===== config.mk =====
export PLATFORM = sky130hd
export DESIGN_NAME = sort_net_flat
export DESIGN_NICKNAME = d
export VERILOG_FILES = /design/src/rtl/sort_net_if.sv /design/src/rtl/sort_net.sv /design/src/flat_wrapper.sv
export SDC_FILE = /design/constraint.sdc
export NUM_CORES = 1
export LEC_CHECK = 0
export ABC_AREA = 1
export CAP_MARGIN = 15
export CORE_UTILIZATION = 25
export DETAILED_ROUTE_END_ITERATION = 8
export SLEW_MARGIN = 15
export SYNTH_ARGS = -nofsm -noshare
export SYNTH_HDL_FRONTEND = slang
export SYNTH_SLANG_ARGS = --single-unit
export TNS_END_PERCENT = 30

===== constraint.sdc =====
create_clock -name clk -period 2 [get_ports clk]
set_input_delay 0.3 -clock clk [delete_from_list [all_inputs] [get_ports clk]]
set_output_delay 0.3 -clock clk [all_outputs]
set_load 0.05 [all_outputs]

===== src/rtl/sort_net_if.sv =====
// sort_net_if: valid/ready streaming bundle for sort_net.
// out_dup is present only when SORT_NET_DUP_EN is defined.
interface sort_net_if #(
  parameter int WIDTH = 8,
  parameter int N     = 4
);
  localparam int IW = $clog2(N);

  logic               in_valid;
  logic               in_ready;
  logic [N*WIDTH-1:0] in_data;
  logic               in_desc;
  logic               out_valid;
  logic               out_ready;
  logic [N*WIDTH-1:0] out_data;
  logic [N*IW-1:0]    out_idx;
`ifdef SORT_NET_DUP_EN
  logic               out_dup;

  modport slave (
    input  in_valid, in_data, in_desc,
    input  out_ready,
    output in_ready,
    output out_valid, out_data, out_idx,
    output out_dup
  );

  modport master (
    output in_valid, in_data, in_desc,
    output out_ready,
    input  in_ready,
    input  out_valid, out_data, out_idx,
    input  out_dup
  );
`else
  modport slave (
    input  in_valid, in_data, in_desc,
    input  out_ready,
    output in_ready,
    output out_valid, out_data, out_idx
  );

  modport master (
    output in_valid, in_data, in_desc,
    output out_ready,
    input  in_ready,
    input  out_valid, out_data, out_idx
  );
`endif
endinterface


===== src/rtl/sort_net.sv =====
// sort_net: elastic odd-even transposition sorter, N stages.
// Optional duplicate flag: define SORT_NET_DUP_EN.
module sort_net #(
  parameter int WIDTH  = 8,
  parameter int N      = 4,
  parameter int SIGNED = 0
) (
  input logic       clk,
  input logic       rst,
  sort_net_if.slave bus
);
  localparam int IW = $clog2(N);

  typedef logic [N-1:0][WIDTH-1:0] vec_t;
  typedef logic [N-1:0][IW-1:0]    idx_t;

  vec_t         val_q [N];
  idx_t         idx_q [N];
  logic [N-2:0] desc_q;
  logic [N-1:0] vld_q;
  logic [N-1:0] rdy;

  vec_t         src_v [N];
  idx_t         src_x [N];
  logic [N-1:0] src_vld;
  logic [N-1:0] src_desc;
  vec_t         val_n [N];
  idx_t         idx_n [N];

`ifdef SORT_NET_DUP_EN
  logic [N-1:0] dup_q;
  logic [N-1:0] src_dup;
  logic [N-1:0] dup_n;

  assign src_dup = {dup_q[N-2:0], 1'b0};
`endif

  assign src_vld  = {vld_q[N-2:0], bus.in_valid};
  assign src_desc = {desc_q, bus.in_desc};

  function automatic logic less(
    input logic [WIDTH-1:0] a,
    input logic [WIDTH-1:0] b
  );
    if (SIGNED != 0)
      return $signed(a) < $signed(b);
    return a < b;
  endfunction

  // Stage k may load if any stage from k onward is empty or the sink drains
  always_comb begin
    for (int k = 0; k < N; k++) begin
      rdy[k] = bus.out_ready;
      for (int j = k; j < N; j++)
        if (!vld_q[j]) rdy[k] = 1'b1;
    end
  end

  assign bus.in_ready = rdy[0];

  // Compare-exchange layer for every stage, odd/even pairs alternating
  always_comb begin
    automatic vec_t v;
    automatic idx_t x;
    automatic logic sw;
`ifdef SORT_NET_DUP_EN
    automatic logic f;
`endif
    src_v[0] = bus.in_data;
    for (int i = 0; i < N; i++)
      src_x[0][i] = IW'(i);
    for (int k = 1; k < N; k++) begin
      src_v[k] = val_q[k-1];
      src_x[k] = idx_q[k-1];
    end
    for (int k = 0; k < N; k++) begin
      v = src_v[k];
      x = src_x[k];
      for (int i = 0; i < N - 1; i++) begin
        if ((i % 2) == (k % 2)) begin
          sw = src_desc[k] ? less(v[i], v[i+1])
                           : less(v[i+1], v[i]);
          if (sw) begin
            {v[i], v[i+1]} = {v[i+1], v[i]};
            {x[i], x[i+1]} = {x[i+1], x[i]};
          end
        end
      end
      val_n[k] = v;
      idx_n[k] = x;
`ifdef SORT_NET_DUP_EN
      f = src_dup[k];
      for (int i = 0; i < N - 1; i++)
        if (v[i] == v[i+1]) f = 1'b1;
      dup_n[k] = f;
`endif
    end
  end

  // Advance stages with room; bubbles clear valid but keep old payload
  always_ff @(posedge clk) begin
    if (rst) begin
      vld_q  <= '0;
      desc_q <= '0;
      for (int k = 0; k < N; k++) begin
        val_q[k] <= '0;
        idx_q[k] <= '0;
      end
`ifdef SORT_NET_DUP_EN
      dup_q <= '0;
`endif
    end else begin
      for (int k = 0; k < N; k++) begin
        if (rdy[k]) begin
          vld_q[k] <= src_vld[k];
          if (src_vld[k]) begin
            val_q[k] <= val_n[k];
            idx_q[k] <= idx_n[k];
`ifdef SORT_NET_DUP_EN
            dup_q[k] <= dup_n[k];
`endif
          end
        end
      end
      for (int k = 0; k < N - 1; k++)
        if (rdy[k] && src_vld[k])
          desc_q[k] <= src_desc[k];
    end
  end

  assign bus.out_valid = vld_q[N-1];
  assign bus.out_data  = val_q[N-1];
  assign bus.out_idx   = idx_q[N-1];
`ifdef SORT_NET_DUP_EN
  assign bus.out_dup   = dup_q[N-1];
`endif

endmodule


===== src/flat_wrapper.sv =====
// flat-port wrapper written by rule: the top's interface ports become plain ports
module sort_net_flat 
#(
  parameter int WIDTH  = 8,
  parameter int N      = 4,
  parameter int SIGNED = 0
)
  (clk, rst, bus_in_valid, bus_in_data, bus_in_desc, bus_out_ready, bus_in_ready, bus_out_valid, bus_out_data, bus_out_idx);
  sort_net_if #(.WIDTH(WIDTH), .N(N)) bus_i ();
  input logic clk;
  input logic rst;
  input wire logic [$bits(bus_i.in_valid)-1:0] bus_in_valid;
  input wire logic [$bits(bus_i.in_data)-1:0] bus_in_data;
  input wire logic [$bits(bus_i.in_desc)-1:0] bus_in_desc;
  input wire logic [$bits(bus_i.out_ready)-1:0] bus_out_ready;
  output wire logic [$bits(bus_i.in_ready)-1:0] bus_in_ready;
  output wire logic [$bits(bus_i.out_valid)-1:0] bus_out_valid;
  output wire logic [$bits(bus_i.out_data)-1:0] bus_out_data;
  output wire logic [$bits(bus_i.out_idx)-1:0] bus_out_idx;
  assign bus_i.in_valid = bus_in_valid;
  assign bus_i.in_data = bus_in_data;
  assign bus_i.in_desc = bus_in_desc;
  assign bus_i.out_ready = bus_out_ready;
  assign bus_in_ready = bus_i.in_ready;
  assign bus_out_valid = bus_i.out_valid;
  assign bus_out_data = bus_i.out_data;
  assign bus_out_idx = bus_i.out_idx;
  sort_net #(.WIDTH(WIDTH), .N(N), .SIGNED(SIGNED)) u_core (.clk(clk), .rst(rst), .bus(bus_i));
endmodule

## Yosys cells after proc, flatten, opt, wreduce, memory -nomap -nowiden

Memories as Yosys holds them, arrays and structs flattened.
Cells that the tools add are included.

- Bits in registers: 7
- Memory bits (writable): 160
- Output and inout bits: 42
- Word-level logic and storage cells: 86
- Memories kept: 2

Memory list:

| memory | words | width | read ports | clocked after Yosys merged registers in | write ports | line | RTL |
|---|---|---|---|---|---|---|---|
| u_core.val_q | 4 | 32 | 4 | 0 | 4 | sort_net.sv:17 | `vec_t val_q [N];` |
| u_core.idx_q | 4 | 8 | 4 | 0 | 4 | sort_net.sv:18 | `idx_t idx_q [N];` |

- Magnitude comparators: 12
- Multiplexer cells: 54
- Bitwise gates (word level): 8
- Reduce and logical (&&, ||, !) cells: 3

Operators with widths:

| kind | count |
|---|---|
| 32-bit 2-to-1 mux | 4 |
| 8-bit less-than comparator | 12 |
| 16-bit 2-to-1 mux | 6 |
| 1-bit 2-to-1 mux | 34 |
| 8-bit 2-to-1 mux | 4 |
| 4-bit 2-to-1 mux | 4 |
| 1-bit OR | 8 |
| 3-bit 2-to-1 mux | 2 |
| 1-bit logical AND | 3 |

## Depth between registers and ports, before layout

- Depth after elaboration: 8
- Gate-level depth with buffers: 15
- Depth with buffers taken out: 14

## Worst setup path after synthesis

Ideal clock, no wire load.

- Path kind: flip-flop to flip-flop
- Start: reg u_core.vld_q[3]
- End: mem u_core.idx_q[0][0] (netlist bit) (enable)
- Setup time: 0.510 ns
- Arrival: 1.937 ns
- Required time: 1.490 ns
- Slack: -0.448 ns
- Cell stages (with the launch flop): 6
- Buffers on the path: 0
- Cell sequence: dfxtp_1 > inv_1 > nor2_4 > nand4_4 > nand2_2 > nand2_1

RTL lines:

| item | line | RTL |
|---|---|---|
| start: declaration | sort_net.sv:20 | `logic [N-1:0] vld_q;` |
| start signal: indexed assignment | sort_net.sv:115 | `vld_q[k] <= src_vld[k];` |
| end: declaration | sort_net.sv:18 |  |

==> flow_summary.toml <==
[clock_network]
cts_made_buffers = 17
postCtsHoldBufs = 0
clk_transition_reported_paths_ns = 0.06
htree_levels = 4
cts_tree = "yes"
clock_path_buffers = 2
clkSinkCount = 163
clock_latency_ns = 0.43
clockRootBuffer = "clkbuf_16"

[synth]
synth_warnings = 0
largest_family_of_logic_cells_by_synthesized_area = "simple AND/OR/NAND/NOR gates"
synth_cell_type_count = 31
synth_simple_gate_area_share_pct = 26.2
synth_compound_gate_area_share_pct = 5.02
synth_xor_xnor_area_share_pct = 0
synthCells = 989
postSynthRegisterBits = 163
synth_fp_nets = 1074
synth.avg_cell_area_um2 = 9.20
multiplexer_area_fraction_after_synthesis_pct = 0
post_synth_instance_area_um2 = 9100
synth_adder_area_share_pct = 6.60
seq_total_area_yosys_pct = 52.9

[grt]
grt_pass1_wl_um = 31800
grt_start_max_net_pins = 41
grt_antenna_before_repair = 0
grt-ovfl-total = 0
grt_pass1_vias = 6406
gr-usage-all-layers_pct = 11.0

[final_layout]
finish.net_count = 1223
fillerInstances = 3579
antenna_cell_count = 0
post-route-cell-area_um2 = 12100
area.growth.synth_to_final_pct = 32.5
layout-drive-gt1-share_pct = 21.2

[setup_path]
endpoint_type_of_the_worst_setup_path = "register"
critical_path_buf_inv_count = 1
setup.worst_path.start_class = "register"
critical-path-top-cell-by-count = "nand2_2"
crit_path_cell_trace = "ha_4 -> nand2_1 -> nand2_1 -> nand2_2 -> nand2_2 -> nand2_2 -> nand2_2 -> nand2_4 -> clkbuf_16 -> a21oi_1 -> nor2_1"
delay_contributed_by_the_slowest_stage_of_the_critical_path_ns = 0.46
critical_path.top_delay_family = "simple AND/OR/NAND/NOR gates"
r2r_slack_ns = 0.03
worstPathArrival_ns = 2.14
worstSetupPathType = "register to register"
cpMaxStageDelayCell = "edfxtp_1"
crit_fanout = 10
cp.required_ns = 2.18

[timing]
slew-limit-headroom_pct = 65.4
final_period_util_pct = 98.3
worst-slew-pin-transition_ns = 0.517
shortest_clock_period_the_worst_path_allows_after_layout_ns = 1.97
layout_setup_ws_ns = 0.0349
hold_violations = 0
final_max_slew_viol_count = 0
unrepaired_setup_endpoints_after_global_routing = "yes"
fmax_mhz = 509
fin_worst_skew_ns = 0.00741
setup_viol_count_final = 0

[routing]
totalWireLength_um = 20700
avgRoutedWirePerCell_um = 12.9
route.detailed.vias_per_inst = 4.39
initialDrtViolationCount = 350
drtAntennaViolNets = 0
vias = 7072
number_of_detailed_routing_iterations_run_before_antenna_repair = 7
post-route-drc-count = 22

[floorplanning]
std_cell_rows = 69
initial_utilization_pct = 25.5
ios = 79
die_area_um2 = 37200
die_x_um = 193
floorplan.core_area_um2 = 35700
overall_die_height_um = 193

[power]
irDropWorstVdd_v = 0.000564
power_uw = 9490
power_per_cell_area_nw_per_um2 = 787
p_leak_uw = 0.00511

[hold_path]
hp-class = "register to register"

[placement]
dp.final_hpwl_um = 15300
numPortBuffers = 78
place_congestion = 0.874
dp_slack_ns = -0.256
placed_area_um2 = 10900

[job]
max-cap-violations = 0

[outcome]
status = "finished, violations left"
failed_checks = "DRC"
[report_power, final]
| part | switching, uW | total [uW] | internal, uW |
|---|---|---|---|
| Combinational | 1210 | 2100 | 892 |
| Sequential | 139 | 4130 | 3990 |
| Clock | 1310 | 3260 | 1950 |
[through the flow]
step	hold slack [ns]	util [%]	setup TNS [ns]	std cells
floorplan	0.462	-	-24.27	989
global placement	0.486	30.5	-6.25	1554
detailed placement	0.510	30.5	-7.78	1554
CTS	0.521	32.2	0	1585
global route	0.544	33.8	-1.61	1611
finish	0.518	33.8	0	1611
[layout make-up]
class	count	area (um2)	share of cell area, %
timing repair buffer	186	1850	15.4
clock inverter	13	163	1.35
sequential	163	4810	40.0
multi-input combinational	642	3720	30.9
clock buffer	18	429	3.56
inverter	128	493	4.09
tap	461	577	4.79
[worst reg2reg max path, cell delays in order, from the launching register on]
cell and delay (ns):
edfxtp_1 0.46, ha_4 0.31, nand2_1 0.06, nand2_1 0.09, nand2_2 0.06, nand2_2 0.06, nand2_2 0.07, nand2_2 0.09
nand2_4 0.10, clkbuf_16 0.18, a21oi_1 0.16, nor2_1 0.07
[cells by family (layout without fill, tap and decap cells)]
family	count (synthesis)	in the layout
compound gates	87	87
fa+ha+maj	48	48
buf+inv	185	345
flops	163	163
simple gates	506	507
[timing repair]
action	in CTS	in global routing
hold endpoints to repair	0	0
cloned	0	7
buffers inserted	0	19
pin swaps	0	16
gates resized for setup	2	76
setup endpoints to repair	3	76
[Yosys cell counts]
cell / n / area share (%)
nand2_1: 180 / 7.4
edfxtp_1: 155 / 51
nor2_1: 139 / 5.7
inv_1: 126 / 5.2
nand3_1: 80 / 4.4
a21oi_1: 77 / 4.2
ha_1: 48 / 6.6
nand4_1: 36 / 2.5
buf_2: 32 / 1.8
nand3b_1: 28 / 2.3
nor2_2: 20 / 1.4
buf_4: 16 / 1.3
dfxtp_1: 8 / 1.8
nand2_2: 7 / 0.48
a21o_1: 4 / 0.33
buf_6: 4 / 0.50
clkbuf_1: 4 / 0.16
nand2_4: 4 / 0.50
nand3_2: 4 / 0.44
nor2_4: 3 / 0.37
nor3_1: 2 / 0.11
o21a_1: 2 / 0.16
o21bai_1: 2 / 0.16
buf_12: 1 / 0.22
inv_2: 1 / 0.041
inv_6: 1 / 0.096
nand3_4: 1 / 0.19
nand4_4: 1 / 0.23
nor3_2: 1 / 0.11
o21ai_0: 1 / 0.055
o22ai_1: 1 / 0.069
[flip-flops by register name, summed over array words and instances, names as in the netlist]
name,flops
u_core.vld_q,4
u_core.val_q,128
u_core.desc_q,3
u_core.idx_q,28
[final timing paths]
path	from	to	cells past startpoint
worst max-delay path	u_core.val_q[0][9]	u_core.val_q[0][53]	11
worst min-delay path	u_core.idx_q[0][5]	u_core.idx_q[0][5]	2
worst max register to register	u_core.val_q[0][9]	u_core.val_q[0][53]	11
worst min register to register	u_core.idx_q[0][5]	u_core.idx_q[0][5]	2
[placed cells by master (no fill, tap or decap), types with 22 or more instances in the layout]
master / instances
nand4_1: 36
nand3b_1: 28
edfxtp_1: 155
nand2_1: 165
buf_4: 85
nand3_1: 79
clkdlybuf4s50_1: 77
ha_1: 42
clkbuf_16: 22
nor2_1: 124
nor2_2: 31
inv_1: 118
a21oi_1: 61
[layer usage]
layer	track usage (%)	up-vias	routed length, um
met2	17.0	216	9420
met3	1.98	25	1120
met5	0	-	0
li1	-	3591	-
met1	15.1	3240	9900
met4	4.24	0	305
(Power assumes the default switching activity.)
